`src/rtl/reg_arbiter4.sv`:
```
// rtl/reg_arbiter4.sv - four-source round-robin arbiter driving the RegMux4 Select bus
// Grants are held until release, requester drop, or hold-limit expiry.
module reg_arbiter4 #(
  parameter int BUS_WIDTH  = 2,
  parameter int HOLD_LIMIT = 8
) (
  input  logic                 Clk,
  input  logic                 Reset,
  input  logic [3:0]           Request,
  input  logic                 Release,
  output logic [BUS_WIDTH-1:0] Select,
  output logic [3:0]           Grant,
  output logic                 Busy
);

  localparam int CNT_W = (HOLD_LIMIT > 0) ? $clog2(HOLD_LIMIT + 1) : 1;
  localparam logic [CNT_W-1:0] CNT_LAST = (HOLD_LIMIT > 0) ? CNT_W'(HOLD_LIMIT - 1) : '0;

  typedef enum logic {IDLE, GRANTED} stateT;

  stateT                state, stateNext;
  logic [BUS_WIDTH-1:0] lastPtr, lastNext;
  logic [BUS_WIDTH-1:0] searchBase, candIdx, winIdx, selectNext;
  logic                 winFound;
  logic [CNT_W-1:0]     holdCnt, cntNext;
  logic [3:0]           grantNext;
  logic                 busyNext;
  logic                 holdExpired, grantEnd;

  // While granted, the search starts after the current owner so it only wins again when alone.
  assign searchBase  = (state == GRANTED) ? Select : lastPtr;
  assign holdExpired = (HOLD_LIMIT != 0) && (holdCnt == CNT_LAST);
  assign grantEnd    = Release || !Request[Select] || holdExpired;

  always_comb begin
    winFound = 1'b0;
    winIdx   = '0;
    candIdx  = '0;
    for (int i = 1; i <= 4; i++) begin
      candIdx = searchBase + BUS_WIDTH'(i);
      if (!winFound && Request[candIdx]) begin
        winFound = 1'b1;
        winIdx   = candIdx;
      end
    end
  end

  always_comb begin
    stateNext  = state;
    selectNext = Select;
    grantNext  = Grant;
    busyNext   = Busy;
    cntNext    = holdCnt;
    lastNext   = lastPtr;
    case (state)
      IDLE: begin
        if (winFound) begin
          stateNext  = GRANTED;
          selectNext = winIdx;
          grantNext  = 4'b0001 << winIdx;
          busyNext   = 1'b1;
          cntNext    = '0;
        end
      end
      GRANTED: begin
        if (grantEnd) begin
          lastNext = Select;
          if (winFound) begin
            selectNext = winIdx;
            grantNext  = 4'b0001 << winIdx;
            busyNext   = 1'b1;
            cntNext    = '0;
          end else begin
            stateNext = IDLE;
            grantNext = 4'b0000;
            busyNext  = 1'b0;
          end
        end else begin
          cntNext = holdCnt + 1'b1;
        end
      end
      default: stateNext = IDLE;
    endcase
  end

  always_ff @(posedge Clk) begin
    if (Reset) begin
      state   <= IDLE;
      Select  <= '0;
      Grant   <= 4'b0000;
      Busy    <= 1'b0;
      holdCnt <= '0;
      lastPtr <= BUS_WIDTH'(3);
    end else begin
      state   <= stateNext;
      Select  <= selectNext;
      Grant   <= grantNext;
      Busy    <= busyNext;
      holdCnt <= cntNext;
      lastPtr <= lastNext;
    end
  end

endmodule

```
`config.mk`:
```
export PLATFORM = sky130hd
export DESIGN_NAME = reg_arbiter4
export DESIGN_NICKNAME = d
export VERILOG_FILES = /design/src/rtl/reg_arbiter4.sv
export SDC_FILE = /design/constraint.sdc
export NUM_CORES = 1
export LEC_CHECK = 0
export ABC_CLOCK_PERIOD_IN_PS = 1850
export CORE_MARGIN = 5
export CORE_UTILIZATION = 44
export CTS_CLUSTER_SIZE = 8
export DETAILED_ROUTE_END_ITERATION = 16
export GPL_TIMING_DRIVEN = 0
export MAX_ROUTING_LAYER = met4
export PLACE_DENSITY = 0.72
export SLEW_MARGIN = 25
export SYNTH_ARGS = -nofsm -noshare
export SYNTH_HDL_FRONTEND = slang
export SYNTH_SLANG_ARGS = --single-unit
```
`constraint.sdc`:
```
create_clock -name Clk -period 1.85 [get_ports Clk]
set_input_delay 0.2775 -clock Clk [delete_from_list [all_inputs] [get_ports Clk]]
set_output_delay 0.2775 -clock Clk [all_outputs]
set_load 0.01 [all_outputs]
```
---- Word-level counts from Yosys, hierarchy flattened ----
Index checks and enable logic that the tools add are counted.
operators by class
  add/subtract/negate cells ............... 4
  magnitude comparators ................... 5
  eq/ne operators ......................... 3
  shift-type cells ........................ 1
  muxes and demuxes ....................... 35
  bitwise logic cells ..................... 1
  reduce and logical (&&, ||, !) cells .... 11
operator list
  operator               count
  $mux W4                5
  $pmux W4 S2            2
  $lt A2 B3 Y1 const B   5
  $mux W2                7
  $mux W1                13
  $bmux W1 S2            5
  $add A2 B2 Y2 const B  2
  $add A4 B1 Y4 const B  1
  $eq A4 B3 Y1 const B   1
  $logic_not A1 Y1       4
  $pmux W1 S2            2
  $pmux W2 S2            1
  $reduce_and A2 Y1      2
  $shl A1 B2 Y4 const A  1
  $logic_and A1 B1 Y1    3
  $add A2 B1 Y2 const B  1
  $logic_or A1 B1 Y1     2
  $ne A2 B1 Y1 const B   1
  $ne A2 B2 Y1 const B   1
  $not A1 Y1             1
storage, ports and cells
  bits in registers ....................... 14
  output and inout bits ................... 7

---- Depth between registers and ports, before layout ----
  depth in word-level cells ............... 18
  depth in mapped cells ................... 6
  gate-level depth less buffers ........... 5

---- Least setup slack after synthesis ----
No wires, ideal clock.
  path kind ............................... register to register
  from .................................... register holdCnt[0]
  to ...................................... register Grant[2]
  library setup time ...................... 0.117 ns
  arrival time ............................ 1.606 ns
  data required time ...................... 1.733 ns
  slack ................................... 0.127 ns
  cell stages (with the launch flop) ...... 7
  buffers on the path ..................... 1
  period minus slack after synthesis ...... 1.723 ns
  path through ............................ dfxtp_1 ha_1 a221o_1 or2_0 buf_2 and3_4 a22o_1
between the ends
  longest elaborated chain between the ends .. 4
ends and longest elaborated chain
  item                         line  source
  from (decl)                  25    logic [CNT_W-1:0] holdCnt, cntNext;
  from (signal assigned)       99    holdCnt <= cntNext;
  $eq A4 B3 Y1                 32    assign holdExpired = (HOLD_LIMIT != 0) && (holdCnt == CNT_LAST);
  $logic_or A1 B1 Y1           33    assign grantEnd = Release || !Request[Select] || holdExpired;
  $ne A2 B1 Y1 (no line)       --
  $reduce_and A2 Y1 (no line)  --
  to (signal assigned)         97    Grant <= grantNext;
  to (decl)                    12    output logic [3:0] Grant,
No other way between the ends.
A chain may end at the register's enable or synchronous reset.

---- Worst setup path in the final report ----
  from .................................... register holdCnt[0]
  to ...................................... register holdCnt[3]
between the ends
  longest elaborated chain between the ends .. 4
  elaborated cells on any way between the ends .. 5
ends and longest elaborated chain
  item                                                   line  source
  branches (longest 2 deep; another with $add A4 B1 Y4)  --
  $mux W4 (*)                                            66    if (grantEnd) begin
  $pmux W4 S2 (*)                                        55    case (state)
Every way passes the cells marked *.

==> flow_summary_export.csv <==
group,metric,value,unit
logic_synthesis,yosysWarnings,0,
global_route,use_met1,0.193,
sta,relSlewSlack,0.598,
logic_synthesis,syn_inst,81,
drt,totalWireLength,1.77,mm
global_route,grt_start_max_net_pins,11,
clock_network,holdBufCountCts,0,
place,globalplace.congestion,0.802,
logic_synthesis,ys_ff_latch,14,
drt,drtIter0Drc,20,
clock_network,root_buffer,"clkbuf_4",
clock_network,worstSkewPairLatency,0.27,ns
sta,period_needed,1.77,ns
critical_path,criticalPathCategory,"reg -> reg",
pwr,switching_share,0.301,
pwr,clkPwrFrac,0.224,
sta,tns,0,ns
sta,setup_violations,0,
logic_synthesis,synth_area_per_cell,8.94,um2
floorplan,die_x,50.6,um
global_route,grt_pass1_wl,2.90,mm
floorplan,row_count,14,
global_route,first_global_vias,643,
floorplan,boundaryPins,14,
sta,fmax,0.564,GHz
critical_path,end_kind,"register",
sta,hold_slack,0.478,ns
drt,wl_per_cell,15.0,um
critical_path,arrival,1.95,ns
critical_path,start_kind,"register",
job,maxCapViolCount,0,
final_layout,layout_common_cells,"dfxtp_1 (12), nor2_1 (10), clkdlybuf4s50_1 (10)",
worst_hold_path,whs_path_depth,2,
pwr,peakVddDrop,542,uV
sta,fin_crit_sh,0.959,
floorplan,core_area,1540,um2
clock_network,h-tree-depth,1,
global_route,use_met2,0.221,
place,numPortBuffers,13,
pwr,pwr-share-seq,0.477,
critical_path,rrSetupSlack,0.08,ns
final_layout,final_common_cell,"dfxtp_1",
floorplan,fp.dieH,50.6,um
floorplan,initial_utilization,0.470,
clock_network,clock_sinks,14,
sta,drv_slew,0,
clock_network,cts_tree,"built",
final_layout,layout.nets,112,
global_route,antenna_found_initial,0,
global_route,overflow,0,
critical_path,r2r_cells,7,
drt,num_vias,717,
status,outcome,"complete, no violations",
drt,viasPerCell,6.08,
worst_hold_path,worstHoldPathType,"reg -> reg",
global_route,met3_usage,0.0473,
clock_network,cts_buffer_depth,2,
pwr,switchingPower,0.224,mW
logic_synthesis,syn_nets,89,
final_layout,syn_to_final_growth,35.4,%
drt,ant_nets,0,
pwr,p_per_area,758,nW/um2
sta,worst_pin_slew,0.598,ns
final_layout,drive_gt1_frac,0.225,
critical_path,cp_max_fo,5,
drt,drc,0,
floorplan,dieArea,2560,um2
global_route,grt_usage,0.147,
pwr,intPower,0.520,mW
pwr,leakage,0.369,nW
logic_synthesis,ys_types,32,
pwr,pwr-share-comb,0.298,
place,dp_hpwl,1.24,mm
global_route,grt_busiest_layer,"met2",
clock_network,clkTransAtPathRegs,0.08,ns
sta,skew,0.00271,ns
critical_path,required,2.03,ns
logic_synthesis,syn-cell-area,724,um2
drt,drt_first_pass_iters,4,
logic_synthesis,synth-seq-area-share,0.387,
clock_network,numCtsBuffers,3,
final_layout,diodes,0,
sta,hold_viol,0,
-- layer usage --
metal	part of all wire	vias to the layer above	wire length, um
met5	0	-	0
li1	-	349	-
met4	0.015	0	27
met2	0.48	31	841
met1	0.44	331	782
met3	0.067	6	118
-- power groups by stage --
stage | registers (mW) | logic, mW | clock network (mW)
2_1_floorplan | 0.363 | 0.111 | 0
3_3_place_gp | 0.357 | 0.193 | 0
3_5_place_dp | 0.359 | 0.195 | 0
4_1_cts | 0.352 | 0.207 | 0.173
5_1_grt | 0.360 | 0.241 | 0.195
6_report | 0.355 | 0.222 | 0.167
-- critical path: stages (launching register included) --
cell	delay [ns]
dfxtp_4	0.37
ha_4	0.16
a221o_1	0.41
buf_4	0.16
buf_4	0.12
nor3_1	0.18
nor2_1	0.06
a311oi_1	0.23
-- layout make-up --
type | count | area, um2
multi-input combinational | 62 | 462
timing repair buffer | 18 | 168
clock buffer | 3 | 22.5
inverter | 2 | 7.51
fill | 140 | 561
tap | 16 | 20.0
buffer | 3 | 16.3
sequential | 14 | 285
-- Yosys cell counts, drive strengths merged --
library cell	count	share of area
a211o	1	0.012
a211oi	1	0.010
a21oi	7	0.064
a221o	1	0.014
a22o	4	0.048
a22oi	1	0.010
a311oi	3	0.036
a31oi	1	0.0086
and2	1	0.010
and2b	1	0.010
and3	1	0.016
buf	2	0.014
clkbuf	1	0.0052
dfxtp	14	0.39
ha	1	0.017
inv	2	0.010
mux2	1	0.016
mux2i	3	0.041
nand2	4	0.021
nand2b	2	0.017
nand3	3	0.021
nor2	10	0.052
nor2b	2	0.017
nor3	5	0.035
nor4	2	0.017
o211ai	1	0.010
o21ai	2	0.014
o311a	1	0.014
o31ai	1	0.029
o32a	1	0.014
or2	1	0.0086
-- sequential cells by signal, indices dropped and copies added (netlist names) --
signal,count
Busy,1
Grant,4
Select,2
holdCnt,4
lastPtr,2
state,1
-- logic make-up (layout without fill, tap and decap cells) --
| family | count (synthesis) | in the layout | synth area share |
|---|---|---|---|
| muxes | 4 | 4 | 0.0570 |
| buffers and inverters | 5 | 26 | 0.0294 |
| and+or+nand+nor | 32 | 32 | 0.225 |
| AOI/OAI and AO/OA | 25 | 25 | 0.285 |
| DFF | 14 | 14 | 0.387 |
| adders and majority gates | 1 | 1 | 0.0173 |
-- worst paths after layout --
path	from	to
setup / recovery	holdCnt[0]	holdCnt[3]
setup reg to reg	holdCnt[0]	holdCnt[3]
hold reg to reg	lastPtr[1]	lastPtr[1]
hold / removal	lastPtr[1]	lastPtr[1]
-- metrics by stage --
| step | worst slack (ns) | cell area [um2] | total power [mW] | instances | utilization |
|---|---|---|---|---|---|
| after floorplan | 0.127 | 724 | 0.474 | 81 | - |
| after global placement | -0.393 | 875 | 0.550 | 110 | 0.567 |
| after detailed placement | -0.400 | 875 | 0.554 | 110 | 0.567 |
| after CTS | -0.00328 | 928 | 0.732 | 115 | 0.602 |
| after global routing | -0.0118 | 981 | 0.797 | 118 | 0.636 |
| final | 0.0767 | 981 | 0.744 | 118 | 0.636 |
-- timing repair --
| action | in CTS | in global routing |
|---|---|---|
| pin swaps | 1 | 4 |
| buffers inserted | 2 | 3 |
| resized for setup | 5 | 10 |
| setup endpoints to repair | 6 | 9 |
(Power assumes the default switching activity.)
